[src/rtl/rename_stage.sv]
// rename_stage: 32-entry map table, FIFO free list, one branch checkpoint.
// Define RENAME_ASSERT_EN to compile the simulation-only protocol checks.
package rename_pkg;
  typedef struct packed {
    logic [4:0]  rs1;
    logic [4:0]  rs2;
    logic [4:0]  rd;
    logic [31:0] pc;
    logic [31:0] imm;
    logic [6:0]  Opcode;
    logic [2:0]  func3;
    logic [6:0]  func7;
    logic        fu_alu;
    logic        fu_mem;
    logic        fu_br;
  } decode_data;

  typedef struct packed {
    decode_data dec;
    logic [6:0] ps1;
    logic [6:0] ps2;
    logic [6:0] pd_new;
    logic [6:0] pd_old;
  } rename_data;
endpackage

module rename_stage
  import rename_pkg::*;
#(
  parameter int NUM_PREGS = 128,
  parameter int NUM_AREGS = 32
) (
  input  logic       clk,
  input  logic       reset,
  input  logic       valid_in,
  input  decode_data data_in,
  output logic       ready_in,
  output logic       valid_out,
  output rename_data data_out,
  input  logic       ready_out,
  input  logic       commit_valid,
  input  logic [6:0] commit_pd_old,
  input  logic       branch_resolved,
  input  logic       mispredict,
  output logic [6:0] free_count
);
  localparam int PW = $clog2(NUM_PREGS);
  localparam logic [PW-1:0] INIT_FREE =
    PW'(NUM_PREGS - NUM_AREGS);

  logic [PW-1:0] map_q      [NUM_AREGS];
  logic [PW-1:0] map_d      [NUM_AREGS];
  logic [PW-1:0] ckpt_map_q [NUM_AREGS];
  logic [PW-1:0] ckpt_map_d [NUM_AREGS];
  logic [PW-1:0] free_q     [NUM_PREGS];
  logic [PW-1:0] free_d     [NUM_PREGS];
  logic [PW-1:0] head_q, head_d;
  logic [PW-1:0] tail_q, tail_d;
  logic [PW-1:0] ckpt_head_q, ckpt_head_d;
  logic          ckpt_valid_q, ckpt_valid_d;
  logic          valid_out_q, valid_out_d;
  rename_data    data_out_q, data_out_d;

  logic          accept;
  logic          alloc;
  logic          push;
  logic          recover;
  logic          take_ckpt;
  logic [PW-1:0] pd_new;

  assign free_count = tail_q - head_q;
  assign ready_in   = !mispredict
                   && (!valid_out_q || ready_out)
                   && (data_in.rd == '0 || free_count != '0)
                   && !(data_in.fu_br && ckpt_valid_q);
  assign accept     = valid_in && ready_in;
  assign alloc      = accept && data_in.rd != '0;
  assign take_ckpt  = accept && data_in.fu_br;
  assign push       = commit_valid && commit_pd_old != '0;
  assign recover    = mispredict && ckpt_valid_q;
  assign pd_new     = alloc ? free_q[head_q] : '0;
  assign valid_out  = valid_out_q;
  assign data_out   = data_out_q;

  // Map update; the checkpoint copy includes the branch's own rd write.
  always_comb begin
    map_d      = map_q;
    ckpt_map_d = ckpt_map_q;
    if (alloc) map_d[data_in.rd] = pd_new;
    if (take_ckpt) ckpt_map_d = map_d;
    if (recover) map_d = ckpt_map_q;
  end

  // Free-list pointers; recovery rewinds head but leaves tail alone.
  always_comb begin
    free_d      = free_q;
    head_d      = alloc ? head_q + PW'(1) : head_q;
    ckpt_head_d = take_ckpt ? head_d : ckpt_head_q;
    tail_d      = push ? tail_q + PW'(1) : tail_q;
    if (push) free_d[tail_q] = commit_pd_old;
    if (recover) head_d = ckpt_head_q;
  end

  // Checkpoint ownership: a new branch claims it, resolve/flush frees it.
  always_comb begin
    ckpt_valid_d = ckpt_valid_q;
    if (recover || branch_resolved) ckpt_valid_d = 1'b0;
    if (take_ckpt) ckpt_valid_d = 1'b1;
  end

  // Output register: load on accept, drain on ready, drop on flush.
  always_comb begin
    valid_out_d = valid_out_q;
    data_out_d  = data_out_q;
    if (accept) begin
      valid_out_d       = 1'b1;
      data_out_d.dec    = data_in;
      data_out_d.ps1    = map_q[data_in.rs1];
      data_out_d.ps2    = map_q[data_in.rs2];
      data_out_d.pd_new = pd_new;
      data_out_d.pd_old = alloc ? map_q[data_in.rd] : '0;
    end else if (ready_out) begin
      valid_out_d = 1'b0;
    end
    if (recover) valid_out_d = 1'b0;
  end

  // Map table and checkpoint copy; identity mapping out of reset.
  always_ff @(posedge clk or negedge reset) begin
    if (!reset) begin
      for (int i = 0; i < NUM_AREGS; i++) begin
        map_q[i]      <= PW'(i);
        ckpt_map_q[i] <= PW'(i);
      end
    end else begin
      map_q      <= map_d;
      ckpt_map_q <= ckpt_map_d;
    end
  end

  // Free-list storage; starts holding every tag above the arch set.
  always_ff @(posedge clk or negedge reset) begin
    if (!reset) begin
      for (int i = 0; i < NUM_PREGS; i++) begin
        free_q[i] <= (i < NUM_PREGS - NUM_AREGS)
                   ? PW'(i + NUM_AREGS) : '0;
      end
    end else begin
      free_q <= free_d;
    end
  end

  // Pointers, checkpoint state and the output packet.
  always_ff @(posedge clk or negedge reset) begin
    if (!reset) begin
      head_q       <= '0;
      tail_q       <= INIT_FREE;
      ckpt_head_q  <= '0;
      ckpt_valid_q <= 1'b0;
      valid_out_q  <= 1'b0;
      data_out_q   <= '0;
    end else begin
      head_q       <= head_d;
      tail_q       <= tail_d;
      ckpt_head_q  <= ckpt_head_d;
      ckpt_valid_q <= ckpt_valid_d;
      valid_out_q  <= valid_out_d;
      data_out_q   <= data_out_d;
    end
  end

`ifdef RENAME_ASSERT_EN
  function automatic logic in_free(input logic [PW-1:0] tag);
    logic hit;
    hit = 1'b0;
    for (int i = 0; i < NUM_PREGS; i++) begin
      if (PW'(i) < free_count && free_q[head_q + PW'(i)] == tag)
        hit = 1'b1;
    end
    return hit;
  endfunction

  // Flag protocol violations sampled at each rising edge.
  always @(posedge clk) begin
    if (reset) begin
      if (push && free_count == INIT_FREE)
        $error("rename: push into full free list");
      if (alloc && free_count == '0)
        $error("rename: allocate from empty free list");
      if ((mispredict || branch_resolved) && !ckpt_valid_q)
        $error("rename: resolve without checkpoint");
      if (push && in_free(commit_pd_old))
        $error("rename: double free of p%0d", commit_pd_old);
    end
  end
`endif

endmodule

[config.mk]
export PLATFORM = sky130hd
export DESIGN_NAME = rename_stage
export DESIGN_NICKNAME = d
export VERILOG_FILES = /design/src/rtl/rename_stage.sv
export SDC_FILE = /design/constraint.sdc
export NUM_CORES = 2
export LEC_CHECK = 0
export ABC_AREA = 1
export ABC_CLOCK_PERIOD_IN_PS = 7750
export CAP_MARGIN = 5
export CORE_MARGIN = 3
export CORE_UTILIZATION = 55
export DETAILED_ROUTE_END_ITERATION = 8
export PLACE_DENSITY = 0.73
export SKIP_LAST_GASP = 1
export SYNTH_ARGS = -nofsm -noshare
export SYNTH_HDL_FRONTEND = slang
export SYNTH_SLANG_ARGS = --single-unit
export TNS_END_PERCENT = 30
[constraint.sdc]
create_clock -name clk -period 7.75 [get_ports clk]
set_clock_uncertainty 0.15 [all_clocks]
set_input_delay 0.775 -clock clk [delete_from_list [all_inputs] [get_ports clk]]
set_output_delay 0.775 -clock clk [all_outputs]
set_load 0.01 [all_outputs]
==> impl_metrics.json <==
{
  "status": "complete, no violations",
  "synthMostInstantiatedCell": "nand2_1",
  "cts_sinks": 1494,
  "vdd_ir_drop_max_mv": 0.364,
  "path_class": "flip-flop to flip-flop",
  "synth_seq_area_share_pct": 52.1,
  "drc": 0,
  "period_share_pct": 70.0,
  "synth_area_sq_um": 73000,
  "synth_area_leaders": "dfrtp_1 (33%), nand2_1 (21%), dfstp_2 (19%)",
  "hpwl_mm": 146,
  "wl_per_cell_um": 21.4,
  "synth_mux_area_share_pct": 0,
  "ios": 249,
  "synth_ff_type": "dfrtp_1",
  "hp-class": "flip-flop to flip-flop",
  "cp-start-kind": "flip-flop",
  "fmax_ghz": 0.184,
  "worstPathMaxFanout": 53,
  "die_w_um": 370,
  "synth_area_per_cell_sq_um": 7.62,
  "die_height_um": 370,
  "setup_ws_ns": 2.32,
  "syn_to_final_growth_pct": 10.9,
  "drtIter0Drc": 9155,
  "overflow": 0,
  "ys_top_cells_by_count": "nand2_1 (4145), o21ai_0 (1240), nand3_1 (1070), dfrtp_1 (964), dfstp_2 (530)",
  "grt_pass1_vias": 63097,
  "yosys_warnings": 0,
  "synthAdderAreaFrac_pct": 0.164,
  "grt_first_pass_wirelength_mm": 374,
  "nFillCells": 11552,
  "synth_cell_types": 41,
  "die-area_sq_um": 137000,
  "dp_cells": 10986,
  "synthXorXnorAreaFrac_pct": 0.156,
  "hold_violations": 0,
  "insertion_delay_ns": 0.81,
  "endpoint_kind": "flip-flop",
  "worstPathArrival_ns": 5.96,
  "synth_area_leader_cell": "dfrtp_1",
  "port_buffers": 248,
  "grt.total_usage_pct": 34.8,
  "grt_max_degree": 197,
  "synth_top_family_by_area": "simple AND/OR/NAND/NOR gates",
  "cts-buffers-inserted": 161,
  "final_nets": 9517,
  "post_cts_buffers": 0,
  "min_period_ns": 5.43,
  "cts_buffer_depth": 3,
  "clkTransAtPathRegs_ns": 0.06,
  "syn-num-nets": 9702,
  "tns_ns": 0,
  "antenna_found_initial": 6,
  "vias": 67276,
  "vias_per_cell": 5.96,
  "gp_congestion": 0.946,
  "synthArstFlopShare_pct": 100,
  "start_util_pct": 55.5,
  "dr.pass1.iters": 8,
  "root_buffer": "clkbuf_16",
  "worstPathRequired_ns": 8.28,
  "cts_tree": "done",
  "slew_violations": 0,
  "setup_viol": 0,
  "syn-instance-count": 9580,
  "p_per_area_nw_per_um2": 400,
  "rows": 133,
  "core-area_sq_um": 132000,
  "synth_compound_area_share_pct": 11.7,
  "fin_cells": 11291,
  "synth-simple-area-share_pct": 30.1,
  "cts_max_level": 4,
  "rsz0062_at_grt": "false",
  "drive_gt1_share_pct": 10.1,
  "pre_cts_ws_ns": 2.18,
  "tightestPinTransition_ns": 1.34,
  "synth_top_area_share_pct": 33.0,
  "synth_edf_count": 0,
  "p_leak_nw": 36.8,
  "routed_wl_mm": 241,
  "ant_nets": 0,
  "relSlewSlack_pct": 10.9,
  "drv_cap": 0,
  "ys_ff_latch": 1494
}
-- report_power, final --
group	internal [W]	total (W)	switching, W
combinational	0.00341	0.0120	0.00855
clock	0.00451	0.00780	0.00328
sequential	0.0109	0.0126	0.00179
total	0.0188	0.0324	0.0136
-- cell type report --
class	instances	area (sq um)	share of cell area, %
multi-input combinational	7090	30800	38.0
clock inverter	53	546	0.674
timing repair buffer	337	3380	4.17
inverter	311	1210	1.49
sequential	1494	38100	47.0
tap	1755	2200	2.71
antenna	2	5.00	0.00618
clock buffer	249	4800	5.93
-- logic make-up after synthesis --
logic type                 after synthesis
AOI/OAI and AO/OA                     1651
buffers and inverters                  996
xor gates and xnor gates                13
and+or+nand+nor                       5417
adders and majority gates                9
DFF                                   1494
-- registers in the layout, indices dropped and copies added, names as in the netlist --
| name | flops |
|---|---|
| ckpt_map_q | 224 |
| ckpt_valid_q | 1 |
| data_out | 127 |
| ckpt_head_q | 7 |
| valid_out | 1 |
| free_q | 896 |
| tail_q | 7 |
| map_q | 224 |
| head_q | 7 |
-- routing by layer --
metal	track usage (%)	vias to the layer above	share of wire, %
met2	50.0	3652	43
li1	-	30696	-
met1	49.5	32202	41
met5	0	-	0.023
met4	14.2	8	4.4
met3	10.2	718	12
-- path summary, 6_finish.rpt --
path,from,end,cells past startpoint,slack [ns]
max,head_q[1],map_q[43],14,2.32
min,ckpt_map_q[65],map_q[65],2,0.31
max reg2reg,head_q[1],map_q[43],14,2.32
min reg2reg,ckpt_map_q[65],map_q[65],2,0.31
max in group asynchronous,reset,free_q[11],4,4.97
min in group asynchronous,reset,free_q[599],2,0.50
-- critical path, stage by stage (launching register included) --
cell and delay, ns:
dfrtp_4 0.95, inv_6 0.38, buf_4 0.43, nor2_1 0.83, nand2_1 0.11, nand3_1 0.12, a21oi_1 0.07, nand3_1 0.11
nand3_1 0.22, nand2_1 0.17, nand2_2 0.47, inv_2 0.83, nand2_1 0.16, nand3_1 0.11, nand2_1 0.09
-- placed cells by master (no fill, tap or decap), types with 15 or more instances in the layout --
master              n
nand2_1          4140
o21ai_0          1240
nand3_1          1070
dfrtp_1           961
dfstp_2           530
inv_1             277
a21oi_1           243
clkdlybuf4s50_1   243
clkbuf_16         163
nor2_1            120
o22ai_1           111
buf_4              72
clkbuf_1           46
o211ai_1           42
clkbuf_8           40
clkinv_2           34
nor3_2             20
nand4_1            18
buf_12             18
inv_2              15
-- timing repair --
action / 4_1_cts / 5_1_grt
endpoints found under the setup margin: 0 / 0
resized for setup: 0 / 0
hold buffers: 1 / 0
hold endpoints to repair: 102 / 0
-- through the flow --
| stage | utilization [%] | area (sq um) | hold WS, ns | power (W) |
|---|---|---|---|---|
| global placement | 57.5 | 75600 | 0.299 | 0.0240 |
| CTS | 61.5 | 81000 | 0.309 | 0.0321 |
| detailed placement | 57.5 | 75600 | 0.305 | 0.0243 |
| global route | 61.5 | 81000 | 0.326 | 0.0341 |
| finish | 61.5 | 81000 | 0.311 | 0.0324 |
| floorplan | - | 73000 | 0.296 | 0.0194 |
Power figures use the tool's default switching activity.
